**src/rtl/joybus_reply_tx.sv**
```systemverilog
// joybus_reply_tx: streams a 1..MAX_BYTES byte reply from an external buffer onto
// the N64 Joybus line. Each bit is four line cells, followed by a controller stop bit.
module joybus_reply_tx #(
  parameter int unsigned CLK_DIV   = 47,
  parameter int unsigned MAX_BYTES = 33,
  parameter int unsigned LEN_W     = $clog2(MAX_BYTES + 1),
  parameter int unsigned ADDR_W    = $clog2(MAX_BYTES)
) (
  input  logic              clk,
  input  logic              rst,
  input  logic              start,
  input  logic [LEN_W-1:0]  len,
  input  logic              abort,
  output logic              rd_en,
  output logic [ADDR_W-1:0] rd_addr,
  input  logic [7:0]        rd_data,
  output logic              drive_low,
  output logic              busy,
  output logic              done,
  output logic              len_err
);

  localparam int unsigned       DIV_W    = $clog2(CLK_DIV);
  localparam logic [DIV_W-1:0]  DIV_LAST = DIV_W'(CLK_DIV - 1);
  localparam logic [LEN_W-1:0]  LEN_MAX  = LEN_W'(MAX_BYTES);

  typedef enum logic [2:0] {
    S_IDLE,
    S_FETCH,
    S_LOAD,
    S_SEND,
    S_STOP
  } state_t;

  state_t              r_state;
  logic [DIV_W-1:0]    r_div;
  logic [1:0]          r_cell;
  logic [2:0]          r_bit;
  logic [ADDR_W-1:0]   r_byte;
  logic [LEN_W-1:0]    r_len;
  logic [7:0]          r_shift;
  logic [7:0]          r_hold;
  logic                r_pend;
  logic                r_rd_en;
  logic [ADDR_W-1:0]   r_rd_addr;
  logic                r_drive_low;
  logic                r_busy;
  logic                r_done;
  logic                r_len_err;

  logic                w_len_ok;
  logic                w_more_bytes;
  logic [ADDR_W-1:0]   w_next_addr;

  // Start qualification and byte-position helpers
  assign w_len_ok     = (len != '0) && (len <= LEN_MAX);
  assign w_next_addr  = r_byte + ADDR_W'(1);
  assign w_more_bytes = (LEN_W'(r_byte) + LEN_W'(1)) < r_len;

  assign rd_en     = r_rd_en;
  assign rd_addr   = r_rd_addr;
  assign drive_low = r_drive_low;
  assign busy      = r_busy;
  assign done      = r_done;
  assign len_err   = r_len_err;

  // Frame sequencer: fetch, cell timing, bit/byte shifting, prefetch and stop bit
  always_ff @(posedge clk) begin
    if (rst) begin
      r_state     <= S_IDLE;
      r_div       <= '0;
      r_cell      <= '0;
      r_bit       <= '0;
      r_byte      <= '0;
      r_len       <= '0;
      r_shift     <= '0;
      r_hold      <= '0;
      r_pend      <= 1'b0;
      r_rd_en     <= 1'b0;
      r_rd_addr   <= '0;
      r_drive_low <= 1'b0;
      r_busy      <= 1'b0;
      r_done      <= 1'b0;
      r_len_err   <= 1'b0;
    end else begin
      r_rd_en   <= 1'b0;
      r_done    <= 1'b0;
      r_len_err <= 1'b0;
      // read data arrives one cycle after the strobe
      r_pend    <= r_rd_en;
      if (r_pend) r_hold <= rd_data;

      if (r_state != S_IDLE && abort) begin
        r_state     <= S_IDLE;
        r_drive_low <= 1'b0;
        r_busy      <= 1'b0;
        r_rd_en     <= 1'b0;
        r_pend      <= 1'b0;
      end else begin
        case (r_state)
          S_IDLE: begin
            if (start && !abort) begin
              if (w_len_ok) begin
                r_len     <= len;
                r_rd_en   <= 1'b1;
                r_rd_addr <= '0;
                r_busy    <= 1'b1;
                r_state   <= S_FETCH;
              end else begin
                r_len_err <= 1'b1;
              end
            end
          end

          S_FETCH: r_state <= S_LOAD;

          S_LOAD: begin
            r_shift     <= rd_data;
            r_div       <= '0;
            r_cell      <= '0;
            r_bit       <= '0;
            r_byte      <= '0;
            r_drive_low <= 1'b1;
            r_state     <= S_SEND;
          end

          S_SEND: begin
            if (r_div == DIV_LAST) begin
              r_div <= '0;
              if (r_cell != 2'd3) begin
                r_cell      <= r_cell + 2'd1;
                // cells 1 and 2 carry the bit, cell 3 is always released
                r_drive_low <= (r_cell != 2'd2) && !r_shift[7];
              end else begin
                r_cell      <= '0;
                r_drive_low <= 1'b1;
                if (r_bit == 3'd7) begin
                  if (w_more_bytes) begin
                    r_shift <= r_hold;
                    r_byte  <= w_next_addr;
                    r_bit   <= '0;
                  end else begin
                    r_state <= S_STOP;
                  end
                end else begin
                  r_shift <= {r_shift[6:0], 1'b0};
                  r_bit   <= r_bit + 3'd1;
                  if (r_bit == 3'd6 && w_more_bytes) begin
                    r_rd_en   <= 1'b1;
                    r_rd_addr <= w_next_addr;
                  end
                end
              end
            end else begin
              r_div <= r_div + DIV_W'(1);
            end
          end

          S_STOP: begin
            if (r_div == DIV_LAST) begin
              r_div <= '0;
              if (r_cell != 2'd3) begin
                r_cell      <= r_cell + 2'd1;
                r_drive_low <= (r_cell == 2'd0);
              end else begin
                r_cell      <= '0;
                r_drive_low <= 1'b0;
                r_busy      <= 1'b0;
                r_done      <= 1'b1;
                r_state     <= S_IDLE;
              end
            end else begin
              r_div <= r_div + DIV_W'(1);
            end
          end

          default: r_state <= S_IDLE;
        endcase
      end
    end
  end

endmodule

```
**config.mk**
```make
export PLATFORM = sky130hd
export DESIGN_NAME = joybus_reply_tx
export DESIGN_NICKNAME = d
export VERILOG_FILES = /design/src/rtl/joybus_reply_tx.sv
export SDC_FILE = /design/constraint.sdc
export NUM_CORES = 1
export LEC_CHECK = 0
export BUFFER_PORTS_ARGS = -buffer_cell sky130_fd_sc_hd__buf_2
export CAP_MARGIN = 20
export CORE_MARGIN = 10
export CORE_UTILIZATION = 50
export DETAILED_ROUTE_END_ITERATION = 8
export GPL_TIMING_DRIVEN = 0
export PLACE_DENSITY = 0.69
export REMOVE_ABC_BUFFERS = 1
export SETUP_SLACK_MARGIN = 0.15
export SLEW_MARGIN = 25
export SYNTH_ARGS = -nofsm -noshare
export SYNTH_HDL_FRONTEND = slang
export SYNTH_SLANG_ARGS = --single-unit
```
**constraint.sdc**
```tcl
create_clock -name clk -period 3.89 [get_ports clk]
set_input_delay 0.778 -clock clk [delete_from_list [all_inputs] [get_ports clk]]
set_output_delay 0.778 -clock clk [all_outputs]
set_load 0.005 [all_outputs]
```
==> results.yml, run 1 <==
sta:
  worstMarginPinSlew_ns: 0.853
  timing_max_transition_violations_final: 0
  totalNegativeSetupSlack_ns: 0
  final-hold-violation-count: 0
  timing.final.crit_period_ns: 2.90
  slew-limit-headroom_pct: 43.0
  hold-worst-slack_ns: 0.456
  post-route-period-util_pct: 74.6
  maxClockFrequency_ghz: 0.345
  worst_clock_skew_ns: 0.00753
  setup_viol: 0
  rsz_0062_raised_after_global_routing: "false"
clock_tree:
  cts_max_path_buffers: 2
  clkLatencyLatePin_ns: 0.32
  cts_made_buffers: 5
  clock-sinks: 54
  cts_tree: "built"
  cts_hold_buffers: 0
  post_cts_buffers: 0
  clock_tree.root_cell: "sky130_fd_sc_hd__clkbuf_8"
  cts_max_level: 2
  cts-resized-gates: 0
  clkSlewWorstSetupHoldPaths_ns: 0.10
finish:
  post-route-cell-area_um2: 3040
  num-nets-final: 378
  drive_above_1_share_pct: 14.1
  antennaDiodeCount: 0
  area_growth_syn_to_layout_pct: 8.98
  layout.area.seq_um2: 1080
  multi_input_area_um2: 1570
  fillerInstances: 515
die:
  floorplan.rows: 27
  dieArea_um2: 8960
  floorplan.initialDensity_pct: 51.2
  placeable_core_area_um2: 5440
  chipHeight_um: 94.6
  die_x_um: 94.6
  pin_count: 29
worst_setup_path:
  critPathSlowestCell: "sky130_fd_sc_hd__a2111oi_0"
  critical_path.reg2reg.endpoint: "r_shift[0]$_SDFFE_PP0P_"
  reg2regPathDepth: 10
  cp_cell_instances: "ha_1 -> nand3_1 -> xor2_1 -> inv_1 -> ha_1 -> and4_1 -> o21ai_1 -> a21boi_1 -> a2111oi_0 -> nor3_1"
  r2r_start: "r_byte[0]$_SDFFE_PP0P_"
  critPathTopFamily: "compound AO/OA/AOI/OAI gates"
  cp_num_buf_inv: 1
  max_stage_delay_ns: 0.47
  worst_path_most_repeated_cell: "sky130_fd_sc_hd__ha_1"
  timing.reg2reg.setup_slack_ns: 0.99
  critPathKind: "flip-flop to flip-flop"
  worst_setup_path_startpoint: "r_byte[0]$_SDFFE_PP0P_"
  crit_fanout: 11
  timing.critical_path.required_ns: 4.07
  arrival_ns: 3.08
  setup.worst_path.end_class: "flip-flop"
  cp-start-kind: "flip-flop"
worst_hold_path:
  holdPathEnd: "r_pend$_SDFF_PP0_"
  worstHoldStart: "rd_en$_SDFF_PP0_"
  worst_hold_path.num_cells: 2
  timing.hold.worst.class: "flip-flop to flip-flop"
global_route:
  number_of_global_route_vias_before_repair: 2155
  antenna_found_initial: 0
  grt.total_usage_pct: 13.8
  largest_net_degree_at_the_start_of_global_routing: 39
  overflow_left_after_global_routing: 0
  global_route_wire_length_before_repair_um: 10100
routing:
  drt_iter0_drc: 125
  drt_pass1_iterations: 5
  vias: 2378
  via_per_inst: 5.66
  remaining_drc_errors: 0
  ant_nets: 0
  drt-total-wl_um: 6070
  detail_route.wl_per_cell_um: 14.4
power:
  power.ir.vdd_worst_mv: 0.229
  power_leakage_uw: 0.00114
  power.density_nw_per_um2: 340
synth:
  mappedNetlistArea_um2: 2790
  sequential_area_share_after_synthesis_pct: 38.8
  yosys_cell_types: 52
  syn_warnings: 0
  syn-instance-count: 330
  synth.ff_latch_count: 54
  syn-mean-instance-area_um2: 8.44
run_status:
  run_status: "completed"
place:
  dp_hpwl_um: 4200
  final_weighted_congestion_in_routability_driven_placement: 0.798
  io_buffer_count: 28
  placedInstanceArea_um2: 2940
job:
  drv.max_cap_violation_count: 0
[cell usage in the layout (no fill, tap or decap), types with 2 or more instances in the layout]
master / instances
sky130_fd_sc_hd__nand3_1: 15
sky130_fd_sc_hd__o211ai_1: 4
sky130_fd_sc_hd__buf_2: 28
sky130_fd_sc_hd__and2_1: 3
sky130_fd_sc_hd__ha_1: 13
sky130_fd_sc_hd__o21ai_1: 2
sky130_fd_sc_hd__a21oi_1: 25
sky130_fd_sc_hd__a21o_1: 2
sky130_fd_sc_hd__xor2_1: 6
sky130_fd_sc_hd__nor4b_1: 2
sky130_fd_sc_hd__nor3_1: 7
sky130_fd_sc_hd__a31oi_1: 5
sky130_fd_sc_hd__nand2b_1: 5
sky130_fd_sc_hd__o41ai_1: 3
sky130_fd_sc_hd__nand4_1: 10
sky130_fd_sc_hd__and3_1: 4
sky130_fd_sc_hd__xnor2_1: 2
sky130_fd_sc_hd__a211oi_1: 4
sky130_fd_sc_hd__nor4_1: 3
sky130_fd_sc_hd__or4_1: 2
sky130_fd_sc_hd__mux2i_1: 17
sky130_fd_sc_hd__clkbuf_8: 6
sky130_fd_sc_hd__and4_1: 2
sky130_fd_sc_hd__nand2_1: 28
sky130_fd_sc_hd__o2bb2ai_1: 3
sky130_fd_sc_hd__nor2_1: 25
sky130_fd_sc_hd__dfxtp_1: 54
sky130_fd_sc_hd__inv_1: 16
sky130_fd_sc_hd__o21ai_0: 24
sky130_fd_sc_hd__o21a_1: 3
sky130_fd_sc_hd__or2_2: 2
[kinds of logic after synthesis]
kind of cell,count (synthesis),share of synthesized area (%)
buf+inv,34,4.85
fa+ha+maj,13,5.84
xor+xnor,8,2.52
mux,18,6.51
simple gates,118,22.1
flops,54,38.8
compound gates,85,19.4
[registers in the layout (all words and copies together) (netlist names)]
name and flops:
r_div 6, r_bit 3, r_cell 2, done 1, rd_en 1, busy 1
len_err 1, r_pend 1, r_hold 8, r_len 6, r_state 3, r_byte 6
drive_low 1, rd_addr 6, r_shift 8
[power by group]
| group | switching [µW] | internal (µW) | total (µW) |
|---|---|---|---|
| clock network | 192 | 144 | 335 |
| logic | 70.1 | 42.0 | 112 |
| registers | 17.2 | 567 | 585 |
| total | 279 | 753 | 1030 |
[metrics by stage]
stage          power, µW  cells  utilization (%)  worst slack (ns)
6_report            1030    420             55.8             0.990
5_1_grt             1080    420             55.8             0.643
4_1_cts             1040    420             55.8             0.999
3_5_place_dp         708    412             54.1             0.944
3_3_place_gp         707    412             54.1             0.780
2_1_floorplan        666    312                -              1.42
[worst max path at each step]
stage / end / slack, ns / cells past startpoint
floorplan: r_shift[0]$_SDFFE_PP0P_ / 1.42 / 10
global placement: r_shift[0]$_SDFFE_PP0P_ / 0.78 / 10
detailed placement: rd_addr[4]$_SDFFE_PP0P_ / 0.94 / 6
CTS: r_shift[0]$_SDFFE_PP0P_ / 1.0 / 10
global route: r_shift[0]$_SDFFE_PP0P_ / 0.64 / 10
finish: r_shift[0]$_SDFFE_PP0P_ / 0.99 / 10
[per-layer routing]
layer	vias to the layer above	share of wire [%]	track usage, %
met4	0	0.59	3.37
met2	38	45	22.1
met5	-	0	0
met3	4	5.0	4.44
li1	1228	-	-
met1	1108	49	17.6
[worst min-delay path: cells and delay by family (launching register included)]
| kind | cells | cell delay, ns |
|---|---|---|
| flops | 1 | 0.33 |
| buf+inv | 1 | 0.05 |
| simple gates | 1 | 0.03 |
[area by class of cell]
type | count | share of cell area (%)
timing repair buffer | 28 | 4.62
clock inverter | 2 | 0.412
clock buffer | 6 | 2.72
tap | 72 | 2.97
inverter | 16 | 1.98
multi-input combinational | 242 | 51.7
sequential | 54 | 35.6
[synthesized netlist by cell type, drive strengths merged]
| library cell | count | area [µm²] |
|---|---|---|
| inv | 16 | 60.1 |
| clkbuf | 10 | 37.5 |
| nand2 | 29 | 116 |
| o21ai | 26 | 130 |
| or4 | 2 | 15.0 |
| and3b | 2 | 18.8 |
| nor2 | 25 | 93.8 |
| and3 | 6 | 43.8 |
| o2bb2ai | 3 | 26.3 |
| and2 | 3 | 18.8 |
| nand2b | 6 | 40.0 |
| a21boi | 2 | 15.0 |
| o311ai | 1 | 8.76 |
| and4 | 2 | 17.5 |
| o211ai | 4 | 30.0 |
| ha | 13 | 163 |
| or3b | 1 | 8.76 |
| nand4 | 10 | 62.6 |
| a21bo | 1 | 10.0 |
| xnor2 | 2 | 17.5 |
| a211o | 1 | 17.5 |
| xor2 | 6 | 52.6 |
| a31oi | 5 | 31.3 |
| o21a | 3 | 22.5 |
| a211oi | 5 | 42.5 |
| a21oi | 26 | 141 |
| o41ai | 3 | 26.3 |
| or3 | 1 | 6.26 |
| nand3 | 15 | 75.1 |
| nor3 | 7 | 35.0 |
| mux2 | 1 | 11.3 |
| nor4b | 2 | 17.5 |
| a2111oi | 1 | 8.76 |
| nor4 | 3 | 18.8 |
| or2 | 3 | 18.8 |
| nand3b | 1 | 7.51 |
| a41oi | 1 | 8.76 |
| buf | 8 | 37.5 |
| dfxtp | 54 | 1080 |
| mux2i | 17 | 170 |
| o22ai | 1 | 6.26 |
| a21o | 2 | 15.0 |
Power figures use the tool's default switching activity.
==> inputs of run 2 (changes only) <==
==> constraint.sdc (replaced) <==
create_clock -name clk -period 2.9 [get_ports clk]
set_input_delay 0.58 -clock clk [delete_from_list [all_inputs] [get_ports clk]]
set_output_delay 0.58 -clock clk [all_outputs]
set_load 0.005 [all_outputs]
==> run 2 against run 1 <==
Effect of this change: register-to-register slack lost 0.59 ns; clock power grew 33%; non-clock buffer count is the same; core utilization grew 0.83 points; sequential cell count is the same; global-route usage grew 0.065 points; cell area grew 1.5%; combinational power grew 37%; sequential power grew 34%; maximum frequency grew 16%.
==> results.yml, run 2 (same netlist as run 1, synthesis figures left out) <==
finish:
  antennaDiodeCount: 0
  final_common_cell: "sky130_fd_sc_hd__dfxtp_1"
  layout.area.seq_um2: 1080
  layout.cells.most_common_list: "sky130_fd_sc_hd__dfxtp_1, sky130_fd_sc_hd__nand2_1, sky130_fd_sc_hd__buf_2"
  area_growth_syn_to_layout_pct: 10.6
  drive_above_1_share_pct: 15.8
  fillerInstances: 513
  multi_input_area_um2: 1610
  num-nets-final: 379
  biggestRegsByFlops: "r_hold: 8 flops, r_shift: 8 flops"
  post-route-cell-area_um2: 3080
clock_tree:
  clock-sinks: 54
  cts_made_buffers: 5
  cts_max_level: 2
  cts_tree: "built"
  clock_tree.root_cell: "sky130_fd_sc_hd__clkbuf_8"
  post_cts_buffers: 0
  cts_max_path_buffers: 2
  clkSlewWorstSetupHoldPaths_ns: 0.10
  clkLatencyLatePin_ns: 0.31
worst_setup_path:
  max_stage_delay_ns: 0.46
  critPathKind: "flip-flop to flip-flop"
  reg2regPathDepth: 10
  timing.critical_path.required_ns: 3.12
  arrival_ns: 2.71
  setup.worst_path.end_class: "flip-flop"
  cp-start-kind: "flip-flop"
  cp_cell_instances: "ha_1 -> nand3_1 -> xor2_2 -> inv_1 -> ha_1 -> and4_1 -> o21ai_2 -> and4_1 -> nor2_1 -> o41ai_1"
  critPathTopFamily: "simple AND/OR/NAND/NOR gates"
  path_depth: 10
  crit_fanout: 8
  timing.reg2reg.setup_slack_ns: 0.40
  critPathSlowestCell: "sky130_fd_sc_hd__dfxtp_1"
  cp_num_buf_inv: 1
global_route:
  grt.total_usage_pct: 13.9
  overflow_left_after_global_routing: 0
  global_route_wire_length_before_repair_um: 10100
  antenna_found_initial: 0
  largest_net_degree_at_the_start_of_global_routing: 39
  number_of_global_route_vias_before_repair: 2166
routing:
  drt_pass1_iterations: 4
  ant_nets: 0
  via_per_inst: 5.61
  drt_iter0_drc: 130
  remaining_drc_errors: 0
  drt-total-wl_um: 6200
  vias: 2362
  detail_route.wl_per_cell_um: 14.7
sta:
  slew-limit-headroom_pct: 48.9
  timing.final.crit_period_ns: 2.50
  totalNegativeSetupSlack_ns: 0
  maxClockFrequency_ghz: 0.400
  timing_max_transition_violations_final: 0
  rsz_0062_raised_after_global_routing: "true"
  worstMarginPinSlew_ns: 0.766
  setup_viol: 0
  final-hold-violation-count: 0
  post-route-period-util_pct: 86.2
  worst_clock_skew_ns: 0.00641
worst_hold_path:
  timing.hold.worst.class: "flip-flop to flip-flop"
  worst_hold_path.num_cells: 2
die:
  pin_count: 29
  die_x_um: 94.6
  floorplan.initialDensity_pct: 51.2
  floorplan.rows: 27
  dieArea_um2: 8960
  placeable_core_area_um2: 5440
  chipHeight_um: 94.6
run_status:
  run_status: "completed"
place:
  placedInstanceArea_um2: 2940
  dp_hpwl_um: 4200
  io_buffer_count: 28
  final_weighted_congestion_in_routability_driven_placement: 0.798
power:
  power.density_nw_per_um2: 450
  power_leakage_uw: 0.00115
  power.ir.vdd_worst_mv: 0.309
  post-layout-total-power_uw: 1390
job:
  drv.max_cap_violation_count: 0
run 2: worst paths after layout:
path / startpoint / to
hold / removal: rd_en$_SDFF_PP0_ / r_pend$_SDFF_PP0_
setup / recovery: r_byte[0]$_SDFFE_PP0P_ / rd_addr[4]$_SDFFE_PP0P_
hold reg to reg: rd_en$_SDFF_PP0_ / r_pend$_SDFF_PP0_
setup reg to reg: r_byte[0]$_SDFFE_PP0P_ / rd_addr[4]$_SDFFE_PP0P_
run 2: what timing repair did:
action / CTS / global route
hold buffers: 0 / 0
cloned: 0 / 1
endpoints found under the setup margin: 11 / 17
resized for setup: 2 / 6
run 2: final cells by class:
cell class	instances	share of cell area, %
clock inverter	2	0.406
multi-input combinational	243	52.4
clock buffer	6	2.68
tap	72	2.92
timing repair buffer	28	4.55
sequential	54	35.1
inverter	16	1.95
run 2: tightest hold or removal path, stage by stage, from the launching register on:
cell and delay, ns:
sky130_fd_sc_hd__dfxtp_1 0.34, sky130_fd_sc_hd__inv_1 0.05, sky130_fd_sc_hd__nor2_1 0.03
run 2: stage by stage:
step / hold WS (ns) / cells / util [%] / setup slack [ns]
global route: 0.485 / 421 / 56.6 / 0.130
finish: 0.456 / 421 / 56.6 / 0.401
detailed placement: 0.442 / 412 / 54.1 / 0.0218
floorplan: 0.425 / 312 / - / 0.435
global placement: 0.445 / 412 / 54.1 / -0.210
CTS: 0.458 / 420 / 55.9 / 0.258
run 2: per-layer routing:
metal,track usage [%],routed length [µm]
met4,3.37,36
met1,17.7,2830
met3,4.44,322
met2,22.3,3010
met5,0,0
run 2: power by group:
group | internal [µW] | switching, µW | total [µW]
combinational | 57.3 | 96.2 | 153
sequential | 761 | 24.6 | 786
clock | 193 | 255 | 447
